File: src/rtl/vga_pkg.sv
// Shared defaults for the display blocks: geometry, colour width and transparency key.
package vga_pkg;

    localparam int         PIX_W_DEF     = 12;
    localparam int         LOGO_W_DEF    = 128;
    localparam int         LOGO_H_DEF    = 128;
    localparam int         H_BITS_DEF    = 10;
    localparam int         V_BITS_DEF    = 10;
    localparam int         ADDR_W_DEF    = 14;
    localparam bit         TRANSP_EN_DEF = 1'b1;
    localparam logic [11:0] TRANSP_KEY_DEF = 12'hF0F;

    typedef enum logic [1:0] {
        SRC_BLANK = 2'd0,
        SRC_BG    = 2'd1,
        SRC_LOGO  = 2'd2
    } pix_src_e;

endpackage

File: src/rtl/sprite_addr_gen.sv
// Stage 0 of the sprite pipeline: per-frame position/scale latch, logo area test
// and ROM address generation.
module sprite_addr_gen
    import vga_pkg::*;
#(
    parameter int LOGO_W = LOGO_W_DEF,
    parameter int LOGO_H = LOGO_H_DEF,
    parameter int H_BITS = H_BITS_DEF,
    parameter int V_BITS = V_BITS_DEF,
    parameter int ADDR_W = ADDR_W_DEF
) (
    input  logic              pclk,
    input  logic              rst,
    input  logic [H_BITS-1:0] h_cnt,
    input  logic [V_BITS-1:0] v_cnt,
    input  logic              valid,
    input  logic [H_BITS-1:0] pos_x,
    input  logic [V_BITS-1:0] pos_y,
    input  logic              scale2,
    output logic              in_area,
    output logic [ADDR_W-1:0] rom_addr,
    output logic              rom_en
);

    localparam int HX = H_BITS + 2;
    localparam int VX = V_BITS + 2;

    logic [H_BITS-1:0] lat_x, cur_x;
    logic [V_BITS-1:0] lat_y, cur_y;
    logic              lat_s2, cur_s2, frame_start;
    logic [HX-1:0]     h_ext, x_ext, x_end, dh, col;
    logic [VX-1:0]     v_ext, y_ext, y_end, dv, row;
    logic [ADDR_W-1:0] addr_next;

    // On the frame-start pixel itself the fresh request is used, so the whole
    // frame is drawn with one consistent position and scale.
    always_comb begin
        frame_start = (h_cnt == '0) && (v_cnt == '0);
        cur_x  = frame_start ? pos_x  : lat_x;
        cur_y  = frame_start ? pos_y  : lat_y;
        cur_s2 = frame_start ? scale2 : lat_s2;

        h_ext = HX'(h_cnt);
        x_ext = HX'(cur_x);
        x_end = x_ext + (cur_s2 ? HX'(2 * LOGO_W) : HX'(LOGO_W));
        v_ext = VX'(v_cnt);
        y_ext = VX'(cur_y);
        y_end = y_ext + (cur_s2 ? VX'(2 * LOGO_H) : VX'(LOGO_H));

        in_area = valid && (h_ext >= x_ext) && (h_ext < x_end)
                        && (v_ext >= y_ext) && (v_ext < y_end);

        dh  = h_ext - x_ext;
        dv  = v_ext - y_ext;
        col = cur_s2 ? (dh >> 1) : dh;
        row = cur_s2 ? (dv >> 1) : dv;
        addr_next = ADDR_W'(32'(row) * 32'(LOGO_W) + 32'(col));
    end

    always_ff @(posedge pclk) begin
        if (!rst) begin
            lat_x    <= '0;
            lat_y    <= '0;
            lat_s2   <= 1'b0;
            rom_addr <= '0;
            rom_en   <= 1'b0;
        end else begin
            if (frame_start) begin
                lat_x  <= pos_x;
                lat_y  <= pos_y;
                lat_s2 <= scale2;
            end
            rom_en <= in_area;
            if (in_area) begin
                rom_addr <= addr_next;
            end
        end
    end

endmodule

File: src/rtl/sprite_display.sv
// Logo overlay: address generation, alignment of video/area flags with ROM data,
// and the registered output colour mux with colour-key transparency.
module sprite_display
    import vga_pkg::*;
#(
    parameter int               PIX_W      = PIX_W_DEF,
    parameter int               LOGO_W     = LOGO_W_DEF,
    parameter int               LOGO_H     = LOGO_H_DEF,
    parameter int               H_BITS     = H_BITS_DEF,
    parameter int               V_BITS     = V_BITS_DEF,
    parameter int               ADDR_W     = ADDR_W_DEF,
    parameter bit               TRANSP_EN  = TRANSP_EN_DEF,
    parameter logic [PIX_W-1:0] TRANSP_KEY = PIX_W'(TRANSP_KEY_DEF)
) (
    input  logic              pclk,
    input  logic              rst,
    input  logic [H_BITS-1:0] h_cnt,
    input  logic [V_BITS-1:0] v_cnt,
    input  logic              valid,
    input  logic [H_BITS-1:0] pos_x,
    input  logic [V_BITS-1:0] pos_y,
    input  logic              scale2,
    input  logic [PIX_W-1:0]  bg_color,
    output logic [ADDR_W-1:0] rom_addr,
    output logic              rom_en,
    input  logic [PIX_W-1:0]  rom_douta,
    output logic [PIX_W-1:0]  vga_data,
    output logic              logo_hit
);

    logic     in_area, valid_d, area_d;
    pix_src_e src;

    sprite_addr_gen #(
        .LOGO_W (LOGO_W),
        .LOGO_H (LOGO_H),
        .H_BITS (H_BITS),
        .V_BITS (V_BITS),
        .ADDR_W (ADDR_W)
    ) u_addr_gen (
        .pclk     (pclk),
        .rst      (rst),
        .h_cnt    (h_cnt),
        .v_cnt    (v_cnt),
        .valid    (valid),
        .pos_x    (pos_x),
        .pos_y    (pos_y),
        .scale2   (scale2),
        .in_area  (in_area),
        .rom_addr (rom_addr),
        .rom_en   (rom_en)
    );

    always_comb begin
        src = SRC_LOGO;
        if (!valid_d) begin
            src = SRC_BLANK;
        end else if (!area_d) begin
            src = SRC_BG;
        end else if (TRANSP_EN && (rom_douta == TRANSP_KEY)) begin
            src = SRC_BG;
        end
    end

    // valid_d/area_d line up with rom_douta, which answers the registered rom_addr.
    always_ff @(posedge pclk) begin
        if (!rst) begin
            valid_d  <= 1'b0;
            area_d   <= 1'b0;
            vga_data <= '0;
            logo_hit <= 1'b0;
        end else begin
            valid_d <= valid;
            area_d  <= in_area;
            case (src)
                SRC_BLANK: begin
                    vga_data <= '0;
                    logo_hit <= 1'b0;
                end
                SRC_BG: begin
                    vga_data <= bg_color;
                    logo_hit <= 1'b0;
                end
                default: begin
                    vga_data <= rom_douta;
                    logo_hit <= 1'b1;
                end
            endcase
        end
    end

endmodule

File: config.mk
export PLATFORM = sky130hd
export DESIGN_NAME = sprite_display
export DESIGN_NICKNAME = d
export VERILOG_FILES = /design/src/rtl/vga_pkg.sv /design/src/rtl/sprite_addr_gen.sv /design/src/rtl/sprite_display.sv
export SDC_FILE = /design/constraint.sdc
export NUM_CORES = 1
export LEC_CHECK = 0
export ABC_AREA = 1
export CORE_ASPECT_RATIO = 1.5
export CORE_MARGIN = 1
export CORE_UTILIZATION = 45
export CTS_CLUSTER_DIAMETER = 30
export DETAILED_ROUTE_END_ITERATION = 7
export GPL_ROUTABILITY_DRIVEN = 0
export PLACE_DENSITY_LB_ADDON = 0.3
export SYNTH_ARGS = -nofsm -noshare
export SYNTH_HDL_FRONTEND = slang
export SYNTH_SLANG_ARGS = --single-unit
File: constraint.sdc
create_clock -name pclk -period 6 [get_ports pclk]
set_input_delay 1.8 -clock pclk [delete_from_list [all_inputs] [get_ports pclk]]
set_output_delay 1.8 -clock pclk [all_outputs]
set_load 0.01 [all_outputs]
# ---- Word level (Yosys, flattened, before mapping)
# Cells that the tools add are included.
dict set report totals {
  ff_bits 50
  in_bits 68
  output_inout_bits 28
}
dict set report op_classes {
  magnitude_cmp 4
  addsub 5
  n_mux 11
  n_reduce_logical 9
  eq_ne 2
}
# operator count
set ops {}
lappend ops {{10-bit by 12-bit < comparator with 1-bit output} 2}
lappend ops {{12-bit one-hot mux with 2 select lines} 1}
lappend ops {{10-bit >= comparator} 2}
lappend ops {{10-bit logical NOT} 2}
lappend ops {{10-bit 2-to-1 mux} 2}
lappend ops {{14-bit by 12-bit adder with 14-bit output} 1}
lappend ops {{10-bit by 12-bit adder with 12-bit output} 1}
lappend ops {{12-bit equality test, second input constant} 1}
lappend ops {{12-bit 2-to-1 mux} 1}
lappend ops {{10-bit by 9-bit adder with 11-bit output} 1}
lappend ops {{10-bit by 10-bit subtractor with 11-bit output} 1}
lappend ops {{9-bit 2-to-1 mux} 1}
lappend ops {{8-bit subtractor} 1}
lappend ops {{7-bit 2-to-1 mux} 1}
lappend ops {{2-bit 2-to-1 mux} 3}
lappend ops {{1-bit logical AND} 5}
lappend ops {{2-bit by 1-bit equality test with 1-bit output, second input constant} 1}
lappend ops {{2-bit logical NOT} 1}
lappend ops {{1-bit 2-to-1 mux} 2}
lappend ops {{2-bit OR reduction} 1}

# ---- Depth between registers and ports, before layout
dict set report depth {
  ltp_word 9
  ltp_mapped 35
  depth_no_buf 34
}

# ---- By module
# From an unflattened synthesis, not the netlist that was laid out.
dict set report hier_totals {
  hier_cells 562
  hier_area_um2 3783.6
}
# module area_each_um2 instances cells_each
set by_module_without_submodules {}
lappend by_module_without_submodules {sprite_addr_gen 3135.5 1 462}
lappend by_module_without_submodules {sprite_display 648.1 1 100}

# ---- Worst setup path after synthesis
# Ideal clock, no wire load.
dict set report synth_timing {
  path_type {input-to-reg}
  start {in v_cnt[7]}
  end {reg u_addr_gen.rom_addr[13]}
  required_time_ns 5.885
  setup_ns 0.115
  arrival_ns 5.560
  path_stages 34
  setup_slack_ns 0.325
  path_buffers 1
  path_cell_list {nor2_1 > nand2_1 > nor2_4 > nand3_4 > inv_1 > clkbuf_1 > or2_2 > inv_1 > a21oi_1 > ha_1 > inv_1 > fa_1 > nand2_1 > inv_1 > o21ai_2 > nand2_2 > nand2_1 > nand2_1 > nand2_1 > nand2_1 > xor2_1 > nand2_1 > nand2_1 > ha_1 > inv_1 > fa_1 > o21ai_0 > nand2_1 > nand2_1 > nand3_1 > nand2_1 > nand3_1 > nand2_1 > nor2_1}
}
dict set report synth_between {
  word_cells_on_any_way 21
  cone_classes {add/sub (5); order compare (4); mux (6); reduce/logical (6)}
}
# element line
set synth_rtl {}
lappend synth_rtl {{start, declared} sprite_display.sv:18} ;# input logic [V_BITS-1:0] v_cnt,
lappend synth_rtl {{10-bit logical NOT (*)} sprite_addr_gen.sv:38} ;# frame_start = (h_cnt == '0) && (v_cnt == '0);
lappend synth_rtl {{1-bit logical AND (*)} sprite_addr_gen.sv:38}
lappend synth_rtl {{10-bit 2-to-1 mux (*)} n/a}
lappend synth_rtl {{via u_addr_gen.cur_x[0]} sprite_addr_gen.sv:28} ;# logic [H_BITS-1:0] lat_x, cur_x;
lappend synth_rtl {{10-bit by 12-bit adder with 12-bit output or 10-bit >= comparator (tied branches)} {sprite_addr_gen.sv:45, sprite_addr_gen.sv:50}}
lappend synth_rtl {{10-bit by 12-bit < comparator with 1-bit output or 1-bit logical AND (tied branches)} sprite_addr_gen.sv:50} ;# in_area = valid && (h_ext >= x_ext) && (h_ext < x_end)
lappend synth_rtl {{1-bit logical AND} sprite_addr_gen.sv:50}
lappend synth_rtl {{1-bit logical AND (2 in series)} sprite_addr_gen.sv:51} ;# && (v_ext >= y_ext) && (v_ext < y_end);
lappend synth_rtl {{end signal, assigned} sprite_addr_gen.sv:75} ;# rom_addr <= addr_next;
lappend synth_rtl {{end, declared} sprite_addr_gen.sv:21} ;# output logic [ADDR_W-1:0] rom_addr,
# The timed path passes the listed nets; every way through them passes the cells marked *.
# A chain may end at the register's enable or synchronous reset.

# ---- Final worst setup path
dict set report layout_timing {
  start {in v_cnt[2]}
  end {reg u_addr_gen.rom_addr[13]}
}
# The elaborated chain is that of the path after synthesis.

==> key figures <==
Worst setup path
  • Family with the most delay on the worst path: simple AND/OR/NAND/NOR gates
  • Worst Path Arrival: slightly below 6000 ps
  • R2R cell count: 28
  • Crit start category: input port
  • CP endpoint kind: register
  • Reg2reg setup slack: between 2000 and 3000 ps
  • WS Path Type: input port to register
  • CP max stage delay: approximately 440 ps
  • Reg-to-reg critical path endpoint: u_addr_gen.rom_addr[13]$_SDFFE_PN0P_
  • CP Data Required Time: approximately 6200 ps
  • Most frequent cell on the critical path: nand2_1
  • Critical Path Fanout Max: 2
  • Worst r2r src: u_addr_gen.lat_x[0]$_SDFF_PN0_
  • Slowest CP cell: clkdlybuf4s50_1
  • Worst path buffer plus inverter count: 6

Clock network
  • CTS Root Cell: clkbuf_16
  • Worst-Skew Late Latency: ~300 ps
  • TritonCTS clock tree: built
  • CTS Buffer Depth: 2
  • Num CTS Buffers: 5
  • Clock sinks: 50
  • CTS clk-pin slew, worst paths: approximately 60 ps
  • CTS H-tree lvls: 2

Run status
  • Status: completed

Cells and area
  • Most frequent cells in the layout: nand2_1, clkdlybuf4s50_1, inv_1
  • Fill cells: between 700 and 800
  • Post-layout util: 63.54%
  • Most common cell after layout, fill and taps aside: nand2_1
  • Fraction of layout cells with a size suffix above 1: a little under an eighth
  • Final instance area: approximately 5100 um2
  • Diodes inserted: 0
  • Area delta synth->final: 35.81%
  • Final Non-Filler Cells: ~750
  • Final nets: around 750

Flow run
  • Maxcap violations: 0

Floorplan
  • Top-level I/O count: 96
  • Die area: 8755 um2
  • Die width: about 77 um
  • Core area: roughly 8100 um2
  • Num rows: 40
  • Initial core utilization: a little under half
  • Die Height: 114.1 um

Detailed routing
  • DR WL/cell: between 10 and 15 um
  • Drc violations: 0
  • Drt via density: around 5
  • Starting DRT DRC Count: 83
  • First-pass DRT Iterations: 4
  • Via count: about 3.7k
  • Routed Antenna Nets: 0
  • Final wirelength: 9309 um

Synthesis
  • Sequential cell area fraction in the yosys report: 26.55%
  • Syn_nets: between 600 and 700
  • Number of distinct library cells after synthesis: 46
  • Top cells by area, synth: dfxtp_1, nand2_1, ha_1, inv_1, nand3_1
  • Post-synth ARST share: 0%
  • Post-Synthesis Cells: 533
  • Register bit total from synthesis: 50
  • Post-synth EDFFs: 0
  • Syn Area/Cell: around 7.1 um2
  • Mapped cell area: roughly 3800 um2
  • YS warnings: 0
  • Top-area cell type share of the netlist area: a little over a quarter
  • Largest area contributor in the netlist: dfxtp_1
  • Top FF cell, synth: dfxtp_1

Timing
  • Hold WS: 480.1 ps
  • Worst-Margin Slew: 839.5 ps
  • Max_slew headroom: between 40% and 50%
  • Final setup skew: ~7.2 ps
  • Final worst slack: around 360 ps
  • Fin crit period: ~5600 ps
  • Part of the cycle the worst path needs: between 90% and 100%
  • Slew Viols, Final: 0
  • Final number of hold-violating endpoints: 0
  • Final setup viols: 0
  • Max Clock Freq: 0.1772 GHz
  • Setup TNS: 0 ps

Power and ir drop
  • VDD IR max: 107.0 uV
  • Switching Power: around 240 uW
  • Reg power frac: 40.7%
  • Overall Power: 838.6 uW
  • Clock power share: about a third
  • Internal power: 602.3 uW
  • Leak pwr: 2.525 nW
  • PD cells: 163.8 nW/um2
  • Combinational power share: 24.9%
  • Sw Share: approximately 28%

Hold path
  • Hold path cells: 2
  • Worst Hold End: u_addr_gen.rom_addr[0]$_SDFFE_PN0P_
  • Type of the most critical hold path: register to register
  • HP Start: u_addr_gen.rom_addr[0]$_SDFFE_PN0P_

Placed design
  • Post-DP Area: 4932 um2
  • Final HPWL DP: 7446 um
  • Placed insts: roughly 740
  • IO buf count: 95
  • Dpl ws: -164.6 ps

Global routing
  • Met3 Use GR: roughly 4.6%
  • Vias in the first global route: between 3k and 4k
  • Gr busiest metal: met2
  • First-pass GRT wire length: between 15000 and 20000 um
  • Global route total overflow: 0
  • Global router's overall resource usage: between 20% and 30%
  • Met2 usage: between 40% and 50%
  • Pin count of the biggest net entering global routing: 30
  • Antenna violations before repair: 0
  • Met1 Use GR: around a fifth
[worst max path at each step]
| stage | start | to | slack [ps] | depth (start not counted) |
|---|---|---|---|---|
| 5_1_grt | v_cnt[2] | u_addr_gen.rom_addr[13]$_SDFFE_PN0P_ | -10 | 35 |
| 3_5_place_dp | v_cnt[8] | u_addr_gen.rom_addr[13]$_SDFFE_PN0P_ | -160 | 34 |
| 2_1_floorplan | v_cnt[7] | u_addr_gen.rom_addr[13]$_SDFFE_PN0P_ | 320 | 34 |
| 4_1_cts | v_cnt[9] | u_addr_gen.rom_addr[13]$_SDFFE_PN0P_ | 130 | 34 |
| 6_report | v_cnt[2] | u_addr_gen.rom_addr[13]$_SDFFE_PN0P_ | 360 | 34 |
| 3_3_place_gp | v_cnt[8] | u_addr_gen.rom_addr[13]$_SDFFE_PN0P_ | -30 | 34 |
[flip-flops by register name, summed over array words and instances (netlist names)]
signal	cells
logo_hit	1
u_addr_gen.rom_en	1
u_addr_gen.lat_x	10
vga_data	12
u_addr_gen.rom_addr	14
u_addr_gen.lat_s2	1
u_addr_gen.lat_y	10
valid_d	1
[what timing repair did]
action,in CTS,in global routing
gates resized for setup,0,10
endpoints found under the setup margin,0,4
buffers inserted,0,2
hold buffers,0,0
[tightest hold or removal path: stages (launching register included)]
cell and delay, ps:
dfxtp_1 330, a21oi_1 40, nor2_1 80
[power by group through the flow]
stage               registers (mW)  logic (mW)  clock network [mW]
floorplan                    0.352       0.111                   0
CTS                          0.341       0.206               0.294
finish                       0.341       0.209               0.288
global placement             0.349       0.201                   0
global route                 0.342       0.233               0.312
detailed placement           0.349       0.205                   0
[cell families after synthesis]
| logic type | after synthesis | synth area share, % |
|---|---|---|
| buffers and inverters | 83 | 9.526 |
| adders and majority gates | 39 | 13.94 |
| and+or+nand+nor | 268 | 32.76 |
| AOI/OAI and AO/OA | 67 | 10.82 |
| xor gates and xnor gates | 15 | 3.485 |
| DFF | 50 | 26.55 |
| muxes | 11 | 2.921 |
[synthesized netlist by cell type (6+ instances only)]
cell / instances
nor2_1: 58
xor2_1: 10
a21oi_1: 29
nand2_1: 123
nand3_1: 45
or2_2: 6
o21ai_0: 17
mux2i_1: 11
clkbuf_1: 7
inv_1: 63
dfxtp_1: 50
nand2_2: 7
ha_1: 34
[metal layers]
layer	part of all wire, %	wire length, um
met2	52	4880
met5	0	0
met1	39	3635
met3	5.1	475
met4	3.4	316
[final cells by class]
| cell class | instances | area [um2] | area share (%) |
|---|---|---|---|
| multi-input cells | 400 | 2426 | 47.39 |
| repair buffers | 123 | 1169 | 22.83 |
| flip-flops and latches | 50 | 1001 | 19.55 |
| inverters | 65 | 244.0 | 4.765 |
| well taps | 105 | 131.4 | 2.566 |
| clock buffers | 5 | 125.1 | 2.444 |
| clock inverters | 3 | 23.77 | 0.4643 |
No activity file was read; power rests on OpenSTA's default activity.
